## src/rtl/sd_block_rx.sv

```systemverilog
// sd_block_rx: SPI-mode SD single-block read receiver.
// Waits for the FE start token, receives 512 data bytes and 2 CRC bytes,
// then pulses done. sdclk is produced from clk by a CLK_DIV half-period divider.
// Optional feature: define SD_RX_CRC16_EN to check CRC16-CCITT over the data
// bytes. Without it, crc_err is tied low and the CRC bytes are dropped.
module sd_block_rx #(
  parameter int CLK_DIV       = 2,
  parameter int TOKEN_TIMEOUT = 1023
) (
  input  logic       clk,
  input  logic       rst_n,
  input  logic       start,
  output logic       sdclk,
  output logic       sdo,
  input  logic       sdi,
  output logic [7:0] data,
  output logic       data_stb,
  output logic       busy,
  output logic       done,
  output logic       err_timeout,
  output logic       err_token,
  output logic       crc_err
);

  typedef enum logic [2:0] {IDLE, WAIT_TOKEN, DATA, CRC, FIN} state_t;

  localparam logic [7:0]  DIV_LAST = 8'(CLK_DIV - 1);
  localparam logic [15:0] FF_LIMIT = 16'(TOKEN_TIMEOUT);

  state_t      state, state_nx;
  logic [7:0]  div_cnt;
  logic [2:0]  bit_cnt;
  logic [6:0]  shreg;
  logic [15:0] ff_cnt;
  logic [9:0]  byte_cnt;

  logic       running;
  logic       div_wrap;
  logic       rise;
  logic       byte_done;
  logic [7:0] rx_byte;
  logic       accept;
  logic       ff_hit;
  logic       fin_now;

  // The bit clock only runs while bytes are being shifted; FIN just lets the
  // final high half finish.
  assign running   = (state == WAIT_TOKEN) || (state == DATA) || (state == CRC);
  assign div_wrap  = (div_cnt == DIV_LAST);
  assign rise      = running && div_wrap && !sdclk;
  assign byte_done = rise && (bit_cnt == 3'd7);
  assign rx_byte   = {shreg, sdi};
  // A start landing in the done clk sees IDLE already, so done masks it.
  assign accept    = start && (state == IDLE) && !done;
  assign ff_hit    = (ff_cnt + 16'd1) == FF_LIMIT;
  assign fin_now   = (state == FIN) && !sdclk;

  // State register
  always_ff @(posedge clk or negedge rst_n) begin
    if (!rst_n) state <= IDLE;
    else        state <= state_nx;
  end

  // Next-state logic, driven by completed bytes
  always_comb begin
    state_nx = state;
    case (state)
      IDLE:       if (accept) state_nx = WAIT_TOKEN;
      WAIT_TOKEN: if (byte_done) begin
                    if (rx_byte == 8'hFE)      state_nx = DATA;
                    else if (rx_byte != 8'hFF) state_nx = FIN;
                    else if (ff_hit)           state_nx = FIN;
                  end
      DATA:       if (byte_done && byte_cnt == 10'd511) state_nx = CRC;
      CRC:        if (byte_done && byte_cnt[0])         state_nx = FIN;
      FIN:        if (!sdclk) state_nx = IDLE;
      default:    state_nx = IDLE;
    endcase
  end

  // Outputs decoded from state
  always_comb begin
    busy = (state != IDLE);
    sdo  = 1'b1;
  end

  // sdclk divider: low half then high half, CLK_DIV clks each
  always_ff @(posedge clk or negedge rst_n) begin
    if (!rst_n) begin
      div_cnt <= '0;
      sdclk   <= 1'b0;
    end else if (state == IDLE || fin_now) begin
      div_cnt <= '0;
      sdclk   <= 1'b0;
    end else if (div_wrap) begin
      div_cnt <= '0;
      sdclk   <= ~sdclk;
    end else begin
      div_cnt <= div_cnt + 8'd1;
    end
  end

  // Shift register, byte handling, strobes and status flags
  always_ff @(posedge clk or negedge rst_n) begin
    if (!rst_n) begin
      shreg       <= '0;
      bit_cnt     <= '0;
      ff_cnt      <= '0;
      byte_cnt    <= '0;
      data        <= '0;
      data_stb    <= 1'b0;
      done        <= 1'b0;
      err_timeout <= 1'b0;
      err_token   <= 1'b0;
    end else begin
      data_stb <= 1'b0;
      done     <= fin_now;
      if (accept) begin
        bit_cnt     <= '0;
        ff_cnt      <= '0;
        byte_cnt    <= '0;
        err_timeout <= 1'b0;
        err_token   <= 1'b0;
      end
      if (rise) begin
        shreg   <= {shreg[5:0], sdi};
        bit_cnt <= bit_cnt + 3'd1;
      end
      if (byte_done) begin
        case (state)
          WAIT_TOKEN: begin
            if (rx_byte == 8'hFE) begin
              byte_cnt <= '0;
            end else if (rx_byte == 8'hFF) begin
              ff_cnt <= ff_cnt + 16'd1;
              if (ff_hit) err_timeout <= 1'b1;
            end else begin
              err_token <= 1'b1;
              data      <= rx_byte;
            end
          end
          DATA: begin
            data     <= rx_byte;
            data_stb <= 1'b1;
            byte_cnt <= byte_cnt + 10'd1;
          end
          CRC:     byte_cnt <= byte_cnt + 10'd1;
          default: ;
        endcase
      end
    end
  end

`ifdef SD_RX_CRC16_EN
  logic [15:0] crc_calc;
  logic [15:0] crc_rx;

  // Running CRC16 over data bits as they arrive; trailer collected and compared at done
  always_ff @(posedge clk or negedge rst_n) begin
    if (!rst_n) begin
      crc_calc <= '0;
      crc_rx   <= '0;
      crc_err  <= 1'b0;
    end else begin
      if (accept) begin
        crc_calc <= '0;
        crc_rx   <= '0;
        crc_err  <= 1'b0;
      end
      if (rise && state == DATA)
        crc_calc <= {crc_calc[14:0], 1'b0} ^ ((crc_calc[15] ^ sdi) ? 16'h1021 : 16'h0000);
      if (rise && state == CRC)
        crc_rx <= {crc_rx[14:0], sdi};
      if (fin_now)
        crc_err <= (crc_calc != crc_rx);
    end
  end
`else
  assign crc_err = 1'b0;
`endif

endmodule
```

## config.mk

```make
export PLATFORM = sky130hd
export DESIGN_NAME = sd_block_rx
export DESIGN_NICKNAME = d
export VERILOG_FILES = /design/src/rtl/sd_block_rx.sv
export SDC_FILE = /design/constraint.sdc
export NUM_CORES = 1
export LEC_CHECK = 0
export CAP_MARGIN = 30
export CORE_MARGIN = 2
export CORE_UTILIZATION = 59
export DETAILED_ROUTE_END_ITERATION = 8
export PLACE_DENSITY = 0.79
export SYNTH_ARGS = -nofsm -noshare
export SYNTH_HDL_FRONTEND = slang
export SYNTH_SLANG_ARGS = --single-unit
```

## constraint.sdc

```tcl
create_clock -name clk -period 2.6 [get_ports clk]
set_input_delay 0.52 -clock clk [delete_from_list [all_inputs] [get_ports clk]]
set_output_delay 0.52 -clock clk [all_outputs]
set_load 0.02 [all_outputs]
```

==> out/metrics.csv, run 1 <==
metric,value,unit
Synth top cells by count,"dfrtp_1, o21ai_0, nor2_1",
Num Clock Sinks,60,
Placer Congestion,0.870,
"count leader, synth",dfrtp_1,
die extent in y,78.1,um
CTS hold repair buffers,0,
Worst-Margin Slew,0.859,ns
Clock Pin Slew Worst Setup and Hold Paths,0.07,ns
Skew-Pair Late Insertion Delay,0.34,ns
Longest Clk Path Bufs,2,
maximum VDD drop,0.000610,V
outcome,"complete, no violations",
Syn Inst Count,333,
Tcrit/Tclk final,0.903,
Core ar.,0.00520,mm2
ANT cells,0,
area of the multi-input gates,0.00160,mm2
Initial Util,0.623,
"area leader, netlist",dfrtp_1,
Pre-antenna DRT Iters,4,
FMAX,0.426,GHz
TNS Setup,0,ns
Buffers on Ports,17,
RSZ-0062 raised after global routing,no,
final core occ,0.700,
pwr/cell area,794,mW/mm2
DRC violations left,0,
GRT Residual Overflow,0,
Area Growth Syn to Fin,12.4,%
max_slew headroom,0.425,
Clock Tree Root,clkbuf_8,
# Post-CTS Setup Buffers,0,
syn_nets,344,
layout cells sized above 1,0.169,
TritonCTS Buffers,9,
Post-synth ARST share,1.00,
initial antenna violation count,0,
drt via density,5.97,
WL per Instance,15.1,um
Post-synth EDFFs,0,
hold crit path type,input pin to async pin,
sequence of cells on the critical path,ha_1 > ha_1 > nor3b_1 > nand4_2 > nor2_1 > nor2_1 > o21ai_0 > o41ai_1,
Detail Placement HPWL,4.25,mm
crit path time final,2.35,ns
Die W,78.1,um
crit path DAT,2.58,ns
sequential cell area,0.00150,mm2
Crit-path slowest cell,nor2_1,
"FF+latch count, synth",60,
htree depth,3,
die footprint,0.00610,mm2
site row count,26,
CP Launch Type,flip-flop,
Routed Antenna Nets,0,
top-level port count,20,
Routed WL,6.43,mm
vias in the first global route,2380,
Cell variety after synth,57,
DRT iter0 DRCs,268,
Clock Skew,0.00511,ns
Pleak,1.61,nW
largest cells by area after synthesis,"dfrtp_1, o21ai_0, mux2_2",
"Slew Viols, Final",0,
worst-path fanout max,14,
power consumption,0.00289,W
largest net degree at the start of global routing,29,
Synth Area per Inst,9.73,um2
crit path kind,flip-flop to flip-flop,
Post-Place Worst Slack,0.0949,ns
gr usage total,0.234,
Worst path max stage delay,0.67,ns
setup violators final,0,
TritonCTS clock tree,yes,
Final WS setup,0.253,ns
synth warn,0,
Synth top area share,0.463,
first-pass GRT wire length,11.2,mm
nets,361,
CP endpoint kind,flip-flop,
hold slack,0.187,ns
Worst Path Required,2.83,ns
Max Cap Violations,0,
post-synthesis sequential area ratio,0.463,
dominant synthesized flop cell,dfrtp_1,
Post-Syn Area,0.00324,mm2
vias,2538,
Final Hold Violating Endpoints,0,
post_cts resized,0,
filler cell count,375,
-- metrics by stage --
step	area, um2	instances
2_1_floorplan	3240	333
3_3_place_gp	3430	409
3_5_place_dp	3430	409
4_1_cts	3640	425
5_1_grt	3640	425
6_report	3640	425
-- layout make-up --
| type | instances | share of cell area |
|---|---|---|
| flip-flops and latches | 60 | 0.412 |
| repair buffers | 25 | 0.0618 |
| well taps | 70 | 0.0240 |
| inverters | 4 | 0.00412 |
| clock buffers | 11 | 0.0388 |
| clock inverters | 5 | 0.0206 |
| multi-input cells | 250 | 0.438 |
-- cell usage in the layout, fill, tap and decap left out, types with 5 or more instances in the layout --
cell | synthesis | final
and3_1 | 9 | 9
or2_2 | 6 | 6
ha_1 | 7 | 7
buf_4 | 4 | 8
nor2_1 | 31 | 31
clkdlybuf4s50_1 | 0 | 16
clkbuf_8 | 0 | 10
nand3_1 | 19 | 19
dfrtp_1 | 60 | 60
nand4_1 | 7 | 7
mux2_2 | 15 | 15
nand2_1 | 30 | 30
a21oi_1 | 9 | 9
xor2_1 | 7 | 7
nor3_1 | 6 | 6
o21ai_0 | 41 | 41
a31oi_1 | 5 | 5
-- worst max-delay path, delay by kind of cell, from the launching register on --
family / cells / cell delay, ns
adder cells (fa/ha/maj): 2 / 0.40
flip-flops: 1 / 0.40
AO/OA/AOI/OAI: 2 / 0.33
AND/OR/NAND/NOR: 4 / 1.10
-- power breakdown --
group | switching, W | total [W] | internal, W
clock network | 0.000365 | 0.000926 | 0.000561
logic | 0.000402 | 0.000727 | 0.000325
registers | 0.000160 | 0.00124 | 0.00108
total | 0.000926 | 0.00289 | 0.00197
-- metal layers --
| metal | wire, um | part of all wire | GRT usage | vias up |
|---|---|---|---|---|
| met1 | 3140 | 0.49 | 0.339 | 1210 |
| met3 | 322 | 0.050 | 0.0586 | 13 |
| met2 | 2860 | 0.44 | 0.330 | 78 |
| li1 | - | - | - | 1237 |
| met5 | 0 | 0 | 0 | - |
| met4 | 109 | 0.017 | 0.109 | 0 |
-- kinds of logic after synthesis --
logic type               after synthesis  synth area share
buffers and inverters                 23            0.0440
AND/OR/NAND/NOR                      139             0.234
multiplexers                          16            0.0552
XOR/XNOR                              10            0.0270
other                                  2           0.00232
flip-flops                            60             0.463
adder cells (fa/ha/maj)                7            0.0270
AO/OA/AOI/OAI                         76             0.147
-- registers in the layout, summed over array words and instances (netlist names) --
signal	cells
ff_cnt	16
byte_cnt	10
data	8
div_cnt	8
shreg	7
bit_cnt	3
state	3
data_stb	1
done	1
err_timeout	1
err_token	1
sdclk	1
-- path summary, 6_finish.rpt --
path / cells after the start / end / from / slack [ns]
min in group clk: 1 / byte_cnt[5] / byte_cnt[5] / 0.50
max: 8 / ff_cnt[7] / bit_cnt[0] / 0.25
min: 1 / ff_cnt[5] / rst_n / 0.19
min reg2reg: 1 / byte_cnt[5] / byte_cnt[5] / 0.50
max in group asynchronous: 2 / div_cnt[2] / rst_n / 1.68
max reg2reg: 8 / ff_cnt[7] / bit_cnt[0] / 0.25
Note: power is estimated with default switching activity, not from simulation.
==> run 2: changes to the inputs <==
Settings changed: CORE_MARGIN 2 to unset.
==> run 2 against run 1 <==
Effect of this change: global-route usage up 0.66 points; final cell count down 0.71%; clock skew barely moved; largest power group unchanged; largest cell class unchanged.
==> out/metrics.csv, run 2 (synthesis results as in run 1) <==
metric,value,unit,change
site row count,26,,unchanged
worst-path fanout max,8,,-6
Num Clock Sinks,60,,unchanged
TNS Setup,0,ns,unchanged
Buffers on Ports,17,,unchanged
Clock Skew,0.00463,ns,-0.000476 ns
Largest Register,ff_cnt,,
Worst-Margin Slew,0.862,ns,+0.00317 ns
DRC violations left,0,,unchanged
TritonCTS Buffers,9,,unchanged
DRT iter0 DRCs,273,,+1.9%
Detail Placement HPWL,4.21,mm,-0.81%
Longest Clk Path Bufs,2,,unchanged
max_slew headroom,0.423,,-0.00212
die extent in y,76.1,um,-2.6%
Core ar.,0.00520,mm2,unchanged
Tcrit/Tclk final,0.928,,+0.0251
Area Growth Syn to Fin,13.1,%,
Max Cap Violations,0,,unchanged
most frequent cells in the layout,"dfrtp_1, o21ai_0, nor2_1",,
Initial Util,0.623,,unchanged
initial antenna violation count,0,,unchanged
drt via density,6.06,,+1.5%
P_sw,0.000929,W,+0.30%
Routed Antenna Nets,0,,unchanged
biggest regs,"ff_cnt: 16 flops, byte_cnt: 10 flops",,
ANT cells,0,,unchanged
hold crit path type,input pin to async pin,,
# Post-CTS Setup Buffers,0,,unchanged
"commonest non-fill, non-tap cell in the layout",dfrtp_1,,
Top Usage Layer GRT,met2,,
Clk pwr share,0.349,,+0.029
"Slew Viols, Final",0,,unchanged
vias,2559,,+0.83%
Combinational Power Share,0.241,,-0.010
die footprint,0.00579,mm2,-5.1%
first-pass GRT wire length,11.0,mm,-1.5%
Worst Path Required,2.83,ns,about the same
setup violators final,0,,unchanged
FMAX,0.415,GHz,-2.7%
Net Sw Frac,0.307,,-0.0129
GRT Residual Overflow,0,,unchanged
Pre-antenna DRT Iters,5,,+1
crit path DAT,2.64,ns,+0.06 ns
Skew-Pair Late Insertion Delay,0.34,ns,about the same
met2 usage,0.354,,+0.0235
pwr/cell area,825,mW/mm2,+3.8%
top-level port count,20,,unchanged
maximum VDD drop,0.000651,V,+6.8%
CP Launch Type,flip-flop,,
TritonCTS clock tree,yes,,
WL per Instance,15.5,um,+2.3%
largest net degree at the start of global routing,36,,+24%
power consumption,0.00302,W,+4.5%
number of flip-flops in the largest register,16,,unchanged
Die W,76.1,um,-2.6%
layout cells sized above 1,0.162,,-0.00708
GR Util met1,0.330,,-0.00989
CP endpoint kind,flip-flop,,
Seq pwr share,0.410,,-0.019
Clock Pin Slew Worst Setup and Hold Paths,0.07,ns,about the same
met3 Use GR,0.0551,,-0.00353
Int Power,0.00209,W,+6.5%
nets,358,,-0.83%
crit path time final,2.41,ns,+0.0651 ns
Placer Congestion,0.878,,+0.91%
gr usage total,0.240,,+0.00664
Clock Tree Root,clkbuf_8,,
CTS hold repair buffers,0,,unchanged
crit path kind,flip-flop to flip-flop,,
htree depth,3,,unchanged
Routed WL,6.53,mm,+1.6%
Final Hold Violating Endpoints,0,,unchanged
Pleak,1.61,nW,+0.15%
RSZ-0062 raised after global routing,no,,
vias in the first global route,2387,,+0.29%
outcome,"complete, no violations",,
post_cts resized,0,,unchanged
-- run 2: final timing paths --
path,from,slack (ns),end,cells after the start
max in group asynchronous,rst_n,1.82,div_cnt[0],2
min in group clk,sdclk,0.50,done,1
hold reg to reg,sdclk,0.50,done,1
setup reg to reg,bit_cnt[0],0.19,state[0],8
setup / recovery,bit_cnt[0],0.19,state[0],8
hold / removal,rst_n,0.19,ff_cnt[4],1
-- run 2: routing by layer --
metal | share of wire | vias up
met2 | 0.46 | 63
met5 | 0 | -
met3 | 0.044 | 17
met4 | 0.023 | 0
met1 | 0.48 | 1252
li1 | - | 1227
-- run 2: final cells by class --
type	count	area, um2
repair buffers	22	215
clock inverters	4	95.1
multi-input cells	250	1600
fillers	371	1540
flip-flops and latches	60	1500
well taps	70	87.6
clock buffers	12	155
inverters	4	15.0
-- run 2: power by group through the flow --
stage / Sequential, W / Combinational [W] / Clock, W
after floorplan: 0.00122 / 0.000550 / 0
after global placement: 0.00125 / 0.000708 / 0
after detailed placement: 0.00125 / 0.000723 / 0
after CTS: 0.00124 / 0.000729 / 0.00107
after global routing: 0.00126 / 0.000815 / 0.00109
final: 0.00124 / 0.000730 / 0.00105
-- run 2: critical path, cell delays in order (launching register included) --
cell,delay (ns)
dfrtp_1,0.38
ha_1,0.16
ha_1,0.20
nor3b_1,0.33
nand4_2,0.27
a2bb2oi_1,0.21
nor3_1,0.43
nand2_1,0.12
o22a_1,0.21
-- run 2: per-stage QoR --
step	std cells	area, um2	hold slack [ns]	util	setup WS, ns
floorplan	333	3240	0.224	-	0.468
global route	422	3670	0.238	0.704	0.00773
CTS	422	3670	0.208	0.704	0.227
global placement	406	3420	0.474	0.656	0.178
detailed placement	406	3420	0.489	0.656	0.137
finish	422	3670	0.190	0.704	0.188
